## src/rtl/cache_req_fifo.sv

```systemverilog
// Cache request FIFO: buffers {we, addr, data, wstrb} packets from the AXI-Lite slave
// and presents them to the cache core first-word-fall-through over a valid/ready handshake.
package cache_pkg;
  parameter int ADDR_WIDTH = 32;
  parameter int DATA_WIDTH = 32;
endpackage

module cache_req_fifo #(
  parameter int ADDR_WIDTH = cache_pkg::ADDR_WIDTH,
  parameter int DATA_WIDTH = cache_pkg::DATA_WIDTH,
  parameter int DATA_BYTES = DATA_WIDTH / 8,
  parameter int FIFO_WIDTH = 1 + ADDR_WIDTH + DATA_WIDTH + DATA_BYTES,
  parameter int DEPTH      = 8
) (
  input  logic                        aclk_i,
  input  logic                        arstn_i,
  input  logic [FIFO_WIDTH-1:0]       pkt_data_i,
  input  logic                        pkt_valid_i,
  output logic                        pkt_ready_o,
  output logic                        req_valid_o,
  input  logic                        req_ready_i,
  output logic                        req_we_o,
  output logic [ADDR_WIDTH-1:0]       req_addr_o,
  output logic [DATA_WIDTH-1:0]       req_wdata_o,
  output logic [DATA_BYTES-1:0]       req_wstrb_o,
  output logic [$clog2(DEPTH):0]      count_o,
  output logic                        full_o,
  output logic                        empty_o
);

  localparam int PTR_W = $clog2(DEPTH);
  localparam int CNT_W = PTR_W + 1;

  logic [FIFO_WIDTH-1:0] r_mem [DEPTH];
  logic [PTR_W-1:0]      r_wr_ptr;
  logic [PTR_W-1:0]      r_rd_ptr;
  logic [CNT_W-1:0]      r_count;
  logic [CNT_W-1:0]      w_count_next;
  logic                  r_pkt_ready;
  logic                  w_push;
  logic                  w_pop;
  logic                  w_not_empty;
  logic [FIFO_WIDTH-1:0] w_head;

  assign w_not_empty = (r_count != '0);
  assign w_push      = pkt_valid_i & r_pkt_ready;
  assign w_pop       = w_not_empty & req_ready_i;

  // NOTE: every signal written in always_comb gets a default first, so no path can infer a latch.
  always_comb begin
    w_count_next = r_count;
    if (w_push && !w_pop) begin
      w_count_next = r_count + CNT_W'(1);
    end else if (w_pop && !w_push) begin
      w_count_next = r_count - CNT_W'(1);
    end
  end

  // Ready is a flop of "not full next cycle", so the cache-side ready never reaches the slave
  // combinationally; it stays low through reset and rises on the first edge after release.
  // NOTE: sequential state uses non-blocking assignments so every flop samples pre-edge values.
  always_ff @(posedge aclk_i or negedge arstn_i) begin
    if (!arstn_i) begin
      r_wr_ptr    <= '0;
      r_rd_ptr    <= '0;
      r_count     <= '0;
      r_pkt_ready <= 1'b0;
    end else begin
      if (w_push) r_wr_ptr <= r_wr_ptr + PTR_W'(1);
      if (w_pop)  r_rd_ptr <= r_rd_ptr + PTR_W'(1);
      r_count     <= w_count_next;
      r_pkt_ready <= (w_count_next != CNT_W'(DEPTH));
    end
  end

  // NOTE: the storage array has no reset; occupancy alone decides which entries are meaningful.
  always_ff @(posedge aclk_i) begin
    if (w_push) r_mem[r_wr_ptr] <= pkt_data_i;
  end

  assign w_head = r_mem[r_rd_ptr];

  // Fields are forced to zero while empty so nothing undefined leaks out of the unreset storage.
  always_comb begin
    req_we_o    = 1'b0;
    req_addr_o  = '0;
    req_wdata_o = '0;
    req_wstrb_o = '0;
    if (w_not_empty) begin
      req_we_o    = w_head[FIFO_WIDTH-1];
      req_addr_o  = w_head[FIFO_WIDTH-2 -: ADDR_WIDTH];
      req_wdata_o = w_head[DATA_BYTES +: DATA_WIDTH];
      req_wstrb_o = w_head[FIFO_WIDTH-1] ? w_head[DATA_BYTES-1:0] : '0;
    end
  end

  assign pkt_ready_o = r_pkt_ready;
  assign req_valid_o = w_not_empty;
  assign count_o     = r_count;
  assign full_o      = (r_count == CNT_W'(DEPTH));
  assign empty_o     = !w_not_empty;

endmodule

```

## config.mk

```make
export PLATFORM = sky130hd
export DESIGN_NAME = cache_req_fifo
export DESIGN_NICKNAME = d
export VERILOG_FILES = /design/src/rtl/cache_req_fifo.sv
export SDC_FILE = /design/constraint.sdc
export NUM_CORES = 1
export LEC_CHECK = 0
export BUFFER_PORTS_ARGS = -buffer_cell sky130_fd_sc_hd__buf_4
export CORE_MARGIN = 5
export CORE_UTILIZATION = 35
export CTS_BUF_LIST = sky130_fd_sc_hd__clkbuf_16
export DETAILED_ROUTE_END_ITERATION = 6
export RECOVER_POWER = 100
export SETUP_SLACK_MARGIN = 0.4
export SYNTH_ARGS = -nofsm -noshare
export SYNTH_HDL_FRONTEND = slang
export SYNTH_SLANG_ARGS = --single-unit
```

## constraint.sdc

```tcl
create_clock -name aclk_i -period 9.6 [get_ports aclk_i]
set_input_delay 2.88 -clock aclk_i [delete_from_list [all_inputs] [get_ports aclk_i]]
set_output_delay 2.88 -clock aclk_i [all_outputs]
set_load 0.05 [all_outputs]
```

==> results.yml, run 1 <==
final_layout:
  stdcell_count: 1966
  areaGrowthSynthToFinish_pct: 15.4
  nets: 1209
  drive_gt1_share_pct: 20.8
worst_setup_path:
  required_ps: 6720
  critPathMaxFanout: 44
  cp-start-kind: "flip-flop"
  worstPathArrival_ps: 4650
  path_class: "reg -> out"
  end_kind: "primary output"
timing:
  timing.hold.ws_ps: 577
  slew_headroom_pct: -176
  setup_viol: 0
  rsz0062_at_grt: "no"
  hold_viol_final: 0
  min_period_ps: 7530
  drv_slew: 401
  tns_ps: 0
  fin_worst_skew_ps: 16.9
  worst_pin_slew_ps: 4130
  max_freq_mhz: 133
  finalCritPeriodShare_pct: 78.5
placement:
  placed_cells: 1861
  numPortBuffers: 149
  dp_hpwl_mm: 23.8
  gp_congestion: 0.701
grt:
  antenna_found_initial: 4
  grt_max_degree: 70
  track_usage_pct: 13.8
  first_global_vias: 10600
  grt_pass1_wl_mm: 69.5
  overflow: 0
clock_network:
  cts_resized: 0
  clkLatencyLatePin_ps: 600
  clock_sinks: 563
  cts_setup_buffers: 0
  cts_hold_buf: 0
  cts-root-buf: "clkbuf_16"
  clk_pin_slew_ps: 50
  cts_buffers: 59
  cts_tree: "yes"
  clock_path_buffers: 3
  h-tree-depth: 2
routing:
  viasPerCell: 5.02
  drtPass1Iterations: 4
  antenna_left: 0
  vias: 9866
  wl_per_cell_um: 23.6
  drt_iter0_drc: 685
  drc: 0
  drt_wl_total_mm: 46.4
die:
  start_util_pct: 35.2
  dieHeight_um: 259
  die_w_um: 259
  dieArea_um2: 66900
  core_um2: 61500
  io_pins: 150
  num_rows: 91
logic_synthesis:
  synthFlopType: "edfxtp_1"
  yosysSeqAreaShare_pct: 77.9
  yosysUniqueCellTypes: 45
  synth_area_per_cell_um2: 22.7
  synth_edf_count: 552
  async_flop_share_pct: 1.95
  synthCells: 954
  synth_nets: 1031
  yosys_warnings: 0
  synth-seq-cells: 563
  netlist_area_um2: 21600
job:
  cap_violations: 11
power_and_ir_drop:
  p_per_area_nw_per_um2: 346
  power.leakage_nw: 7.96
  peakVddDrop_mv: 0.239
status:
  status: "complete, but fails checks"
  violations: "capacitance limit, slew limit"
worst_hold_path:
  hold_path.class: "reg -> reg"
==> metal layers <==
metal,vias to the layer above,GRT usage (%),part of all wire (%)
li1,4333,-,-
met1,5278,18.0,42
met2,180,23.9,52
met3,71,2.57,4.0
met4,4,3.56,2.0
met5,-,0,0.054
==> per-stage QoR <==
stage / utilization, % / instance area, um2 / total power, W / setup WS, ps
3_3_place_gp: 38.5 / 23700 / 0.00677 / 3700
4_1_cts: 41.6 / 25600 / 0.00905 / 3030
5_1_grt: 40.6 / 25000 / 0.00907 / 1480
3_5_place_dp: 38.5 / 23700 / 0.00681 / 3710
2_1_floorplan: - / 21600 / 0.00576 / 1020
6_report: 40.6 / 25000 / 0.00863 / 2070
==> cell type report <==
class                           count  area (um2)
Tap cell                          790         988
Fill cell                        5488       36500
Antenna cell                        3        7.51
Timing Repair Buffer              169         701
Sequential cell                   563       16900
Inverter                            5        23.8
Multi-Input combinational cell    334        4490
Clock buffer                       59        1480
Clock inverter                     43         418
==> registers in the layout, summed over array words and instances (netlist names) <==
signal,cells
pkt_ready_o,1
r_wr_ptr,3
r_mem,552
count_o,4
r_rd_ptr,3
==> cell usage after synthesis (all sizes together), types with 2 or more instances <==
library cell | instances | area share, %
nand4 | 3 | 0.087
nor3 | 5 | 0.12
nand2b | 4 | 0.12
mux4 | 138 | 14
and3 | 2 | 0.058
mux2 | 2 | 0.10
clkbuf | 5 | 0.087
dfrtp | 11 | 1.3
edfxtp | 552 | 77
inv | 4 | 0.069
xnor2 | 3 | 0.12
mux2i | 68 | 3.1
ha | 4 | 0.23
nor2 | 72 | 1.2
nand2 | 9 | 0.16
buf | 47 | 1.2
==> cell families after synthesis <==
logic type	Yosys count	share of synthesized area (%)
compound gates	13	0.527
fa+ha+maj	4	0.231
buf+inv	57	1.38
xor+xnor	4	0.162
flops	563	77.9
mux	208	17.6
simple gates	105	2.16
==> critical path, stage by stage (launching register included) <==
cell and delay, ps:
dfrtp_1 1850, buf_4 930, mux4_2 600, mux2i_1 210, nor2_1 60, clkbuf_1 330
==> placed cells by master (no fill, tap or decap), types with 5 or more instances in the layout <==
cell type	instances
edfxtp_1	552
clkbuf_1	154
mux4_2	138
nor2_1	70
mux2i_1	68
clkbuf_16	59
inv_1	14
buf_4	13
nand2_1	9
clkinv_2	9
dfrtp_1	9
clkinv_1	8
bufinv_16	8
nor3_1	5
==> power by group <==
| part | total (W) | switching, W | internal (W) | leakage (nW) |
|---|---|---|---|---|
| Clock | 0.00222 | 0.000899 | 0.00132 | 0.959 |
| Combinational | 0.00310 | 0.00212 | 0.000971 | 1.87 |
| Sequential | 0.00331 | 0.000227 | 0.00308 | 5.13 |
==> worst paths after layout <==
| kind | start | depth (start not counted) | end | slack (ps) |
|---|---|---|---|---|
| worst max-delay path | r_rd_ptr[0]$_DFFE_PN0P_ | 5 | req_addr_o[7] | 2070 |
| worst min-delay path | r_wr_ptr[2]$_DFFE_PN0P_ | 1 | r_wr_ptr[2]$_DFFE_PN0P_ | 580 |
| worst max register to register | pkt_ready_o$_DFF_PN0_ | 4 | r_mem[2][38]$_DFFE_PP_ | 4090 |
| worst min register to register | r_wr_ptr[2]$_DFFE_PN0P_ | 1 | r_wr_ptr[2]$_DFFE_PN0P_ | 580 |
| max in group asynchronous | arstn_i | 1 | r_rd_ptr[2]$_DFFE_PN0P_ | 6830 |
| min in group asynchronous | arstn_i | 1 | r_wr_ptr[0]$_DFFE_PN0P_ | 2290 |
Note: power is estimated with default switching activity, not from simulation.
==> run 2, diff against run 1 <==
ABC_AREA = 1   (was unset)
clock period = 6.1 ns   (was 9.6 ns; I/O delays follow)
==> run 2 against run 1 <==
  * The run still ends with capacitance limit, slew limit left
  * Clock power up 48%
  * Flip-flop and latch count unchanged
  * Die area up 1.8%
  * First-iteration DRC count up 85%
  * Global-route usage up 1.8 points
  * Final area up 0.94%
  * Critical path type unchanged
  * Highest routed layer unchanged
==> results.yml, run 2 <==
die:
  core_um2: 62700
  dieHeight_um: 261
  dieArea_um2: 68100
  die_w_um: 261
  start_util_pct: 35.1
  io_pins: 150
  num_rows: 92
routing:
  viasPerCell: 5.10
  vias: 13700
  wl_per_cell_um: 20.4
  drtPass1Iterations: 5
  antenna_left: 0
  drt_wl_total_mm: 54.6
  drc: 0
  drt_iter0_drc: 1269
grt:
  first_global_vias: 13900
  track_usage_pct: 15.6
  grt_max_degree: 245
  grt_pass1_wl_mm: 81.9
  antenna_found_initial: 6
  overflow: 0
timing:
  tns_ps: 0
  finalCritPeriodShare_pct: 91.0
  setup_viol: 0
  rsz0062_at_grt: "no"
  drv_slew: 464
  max_freq_mhz: 180
  slew_headroom_pct: -118
  hold_viol_final: 0
  min_period_ps: 5550
  fin_worst_skew_ps: 25.0
  timing.hold.ws_ps: 569
  worst_pin_slew_ps: 3260
clock_network:
  clock_path_buffers: 3
  cts_buffers: 58
  h-tree-depth: 2
  cts_resized: 0
  cts-root-buf: "clkbuf_16"
  cts_tree: "yes"
  clock_sinks: 563
  clkLatencyLatePin_ps: 600
  cts_setup_buffers: 0
  clk_pin_slew_ps: 60
  cts_hold_buf: 0
logic_synthesis:
  synth_nets: 1742
  yosys_warnings: 0
  synthCells: 1665
  async_flop_share_pct: 1.95
  synth-seq-cells: 563
  synth_top_area_cell: "edfxtp_1"
  yosysSeqAreaShare_pct: 76.5
  yosysUniqueCellTypes: 26
  synth_area_per_cell_um2: 13.2
  synth_top_area_share_pct: 75.2
  synthFlopType: "edfxtp_1"
  synthTopCellsByArea: "edfxtp_1 (75%), nor2_1 (7.2%), o21ai_0 (6.5%)"
  synth_edf_count: 552
  synthTopCellsByCount: "edfxtp_1 (552), nor2_1 (422), o21ai_0 (285)"
  netlist_area_um2: 22000
  yosysMostFrequentCell: "edfxtp_1"
worst_setup_path:
  r2r_start: "pkt_ready_o$_DFF_PN0_"
  reg2reg_depth: 5
  worstPathArrival_ps: 3720
  crit_start: "count_o[0]$_DFF_PN0_"
  critPathMaxFanout: 23
  required_ps: 4270
  end_kind: "primary output"
  cp-start-kind: "flip-flop"
  path_class: "reg -> out"
final_layout:
  largest_register: "r_mem"
  final_common_cell: "edfxtp_1"
  largest_reg_flops: 552
  drive_gt1_share_pct: 8.03
  areaGrowthSynthToFinish_pct: 14.3
  final_cell_mix: "edfxtp_1 (552), nor2_1 (420), o21ai_0 (286), o22ai_1 (138), clkbuf_1 (117)"
  fill_cells: 5866
  stdcell_count: 2680
  nets: 1865
placement:
  dp_hpwl_mm: 28.1
  placed_cells: 2574
  numPortBuffers: 149
  gp_congestion: 0.712
power_and_ir_drop:
  p_per_area_nw_per_um2: 565
  power.leakage_nw: 8.17
  peakVddDrop_mv: 0.464
worst_hold_path:
  hold_path.class: "reg -> reg"
  min_path_cells: 2
  worstHoldStart: "r_wr_ptr[0]$_DFFE_PN0P_"
job:
  cap_violations: 14
status:
  violations: "capacitance limit, slew limit"
  status: "complete, but fails checks"
[run 2: cell count changes after synthesis, sizes merged, moves of 38 or more]
cell,before,now
clkbuf,5,57
mux2i,68,0
mux4,138,0
nand2,9,47
nor2,72,423
o21ai,0,342
o22ai,1,138
[run 2: area by class of cell]
cell class / instances / area, um2 / area share [%]
clock inverters: 43 / 283 / 1.12
flip-flops and latches: 563 / 16900 / 66.9
inverters: 21 / 85.1 / 0.338
multi-input cells: 968 / 4510 / 17.9
repair buffers: 176 / 912 / 3.62
diodes: 4 / 10.0 / 0.0397
clock buffers: 59 / 1480 / 5.86
well taps: 846 / 1060 / 4.20
[run 2: where the power goes]
| part | switching [W] | internal, W | total, W |
|---|---|---|---|
| Sequential | 0.000240 | 0.00485 | 0.00508 |
| Combinational | 0.00447 | 0.00138 | 0.00585 |
| Clock | 0.00142 | 0.00187 | 0.00329 |
[run 2: through the flow]
step,instance area (um2),utilization [%],worst slack [ps],power (W)
3_3_place_gp,24000,38.2,1570,0.0112
6_report,25200,40.2,549,0.0142
2_1_floorplan,22000,-,441,0.00940
5_1_grt,25200,40.1,366,0.0150
4_1_cts,25700,41.0,894,0.0146
3_5_place_dp,24000,38.2,1560,0.0113
[run 2: per-layer routing]
layer  track usage, %  wire length (um)  vias to the layer above
met5                0                39                        -
met4             4.24              1150                        6
met3             2.77              3160                       85
met2             27.1             27400                      348
met1             20.3             22900                     6870
li1                 -                 -                     6372
[run 2: kinds of logic after synthesis]
logic type | count (synthesis) | share of synthesized area (%)
DFF | 563 | 76.5
and+or+nand+nor | 478 | 8.25
AOI/OAI and AO/OA | 481 | 11.7
adders and majority gates | 4 | 0.227
xor gates and xnor gates | 5 | 0.199
buffers and inverters | 134 | 3.14
[run 2: worst max-delay path: stages, from the launching register on]
cell      delay (ps)
dfrtp_1          420
inv_1            100
ha_1             240
nand2_1          870
clkbuf_2         680
o21ai_1          130
nor2_1           160
clkbuf_1         490
[run 2: path summary, 6_finish.rpt]
kind,endpoint,slack [ps]
worst min-delay path,r_wr_ptr[0]$_DFFE_PN0P_,570
worst max-delay path,req_addr_o[4],550
max in group asynchronous,r_rd_ptr[2]$_DFFE_PN0P_,4330
min in group asynchronous,count_o[3]$_DFF_PN0_,1250
worst max register to register,r_mem[3][38]$_DFFE_PP_,1660
worst min register to register,r_wr_ptr[0]$_DFFE_PN0P_,570
==> run 3, diff against run 2 <==
ABC_AREA = 0   (was 1)
==> run 3 against run 2 <==
  * The flow still finishes with violations (capacitance limit, slew limit)
  * Utilization increased by 0.18 points
  * Clock power down 6%
  * Via count decreased by 28%
  * Critical path type unchanged
  * Critical endpoint is now req_wdata_o[9]
==> results.yml, run 3 (synthesized netlist as in run 1, its figures left out) <==
power_and_ir_drop:
  peakVddDrop_mv: 0.411
  pwr-share-clk_pct: 23.5
  p_switching_w: 0.00503
  p_comb_share_pct: 37.0
  swShare_pct: 38.1
  internal-power_w: 0.00817
  p_per_area_nw_per_um2: 533
  power.leakage_nw: 7.93
  pwr-share-seq_pct: 39.5
worst_setup_path:
  required_ps: 4270
  cpMaxStageDelayCell: "dfrtp_4"
  r2r_start: "pkt_ready_o$_DFF_PN0_"
  worst-r2r-setup-slack_ps: 1730
  path_class: "reg -> out"
  slowest_delay_ps: 990
  path_delay_family: "flip-flops"
  crit_start: "r_rd_ptr[0]$_DFFE_PN0P_"
  critPathMaxFanout: 42
  worstPathArrival_ps: 3550
  path_cells: "clkbuf_2 > mux4_2 > mux2i_1 > nor2_1 > clkbuf_1"
  end_kind: "primary output"
  cp-start-kind: "flip-flop"
  crit_buf_inv: 2
final_layout:
  areaGrowthSynthToFinish_pct: 14.7
  design_area_um2: 24800
  fin_util_pct: 40.3
  largest_reg_flops: 552
  final_common_cell: "edfxtp_1"
  final_cell_mix: "edfxtp_1 (552), clkbuf_1 (146), mux4_2 (138), nor2_1 (72), mux2i_1 (68)"
  fill_cells: 5486
  drive_gt1_share_pct: 20.9
  nets: 1211
  largest_register: "r_mem"
timing:
  setup_viol: 0
  tns_ps: 0
  timing.hold.ws_ps: 571
  worst_pin_slew_ps: 3100
  rsz0062_at_grt: "no"
  finalCritPeriodShare_pct: 88.2
  drv_slew: 390
  min_period_ps: 5380
  fin_worst_skew_ps: 7.69
  hold_viol_final: 0
  max_freq_mhz: 186
  slew_headroom_pct: -107
routing:
  drt_iter0_drc: 528
  vias: 9844
  viasPerCell: 4.99
  drtPass1Iterations: 4
  drt_wl_total_mm: 45.6
  drc: 0
  antenna_left: 0
  wl_per_cell_um: 23.1
clock_network:
  cts_tree: "yes"
  cts_hold_buf: 0
  cts-root-buf: "clkbuf_16"
  cts_setup_buffers: 0
  cts_resized: 0
  clkLatencyLatePin_ps: 580
  clock_sinks: 563
  h-tree-depth: 2
  cts_buffers: 54
  clk_pin_slew_ps: 60
  clock_path_buffers: 3
placement:
  dp_hpwl_mm: 25.1
  numPortBuffers: 149
  gp_congestion: 0.715
  dpl_cell_area_um2: 23800
grt:
  first_global_vias: 10600
  antenna_found_initial: 8
  overflow: 0
  grt_max_degree: 70
  track_usage_pct: 13.6
  grt_pass1_wl_mm: 68.6
die:
  dieArea_um2: 66900
  start_util_pct: 35.2
  num_rows: 91
  io_pins: 150
  dieHeight_um: 259
  core_um2: 61500
  die_w_um: 259
worst_hold_path:
  hold_path.class: "reg -> reg"
  worstHoldStart: "r_wr_ptr[2]$_DFFE_PN0P_"
status:
  violations: "capacitance limit, slew limit"
  status: "complete, but fails checks"
job:
  cap_violations: 10
run 3: final cells by class:
class	instances	area, um2	area share, %
repair buffers	176	781	3.15
flip-flops and latches	563	16900	68.0
diodes	7	17.5	0.0706
clock buffers	57	1430	5.75
multi-input cells	334	4480	18.1
well taps	790	988	3.99
clock inverters	41	224	0.903
inverters	5	23.8	0.0959
run 3: routing by layer:
layer	vias up	share of wire [%]	track usage (%)
met4	4	1.8	3.19
met1	5253	43	17.9
met2	170	50	23.2
met5	-	0.046	0
li1	4351	-	-
met3	66	4.6	3.20
run 3: metrics by stage:
| stage | instances | worst slack [ps] | power (W) |
|---|---|---|---|
| after floorplan | 954 | -1430 | 0.00906 |
| after global placement | 1868 | 1560 | 0.0107 |
| after detailed placement | 1868 | 1560 | 0.0108 |
| after CTS | 1966 | 909 | 0.0139 |
| after global routing | 1968 | 385 | 0.0139 |
| final | 1973 | 720 | 0.0132 |
run 3: worst paths after layout:
| kind | cells after the start | to |
|---|---|---|
| max in group asynchronous | 1 | r_rd_ptr[1]$_DFFE_PN0P_ |
| setup reg to reg | 4 | r_mem[3][45]$_DFFE_PP_ |
| min in group asynchronous | 1 | count_o[1]$_DFF_PN0_ |
| hold / removal | 1 | r_wr_ptr[2]$_DFFE_PN0P_ |
| setup / recovery | 5 | req_wdata_o[9] |
| hold reg to reg | 1 | r_wr_ptr[2]$_DFFE_PN0P_ |
run 3: power groups by stage:
stage	Clock [W]	Sequential, W	Combinational, W
after floorplan	0	0.00511	0.00395
after global placement	0	0.00527	0.00543
after detailed placement	0	0.00530	0.00546
after CTS	0.00319	0.00522	0.00546
after global routing	0.00336	0.00529	0.00524
final	0.00310	0.00522	0.00489
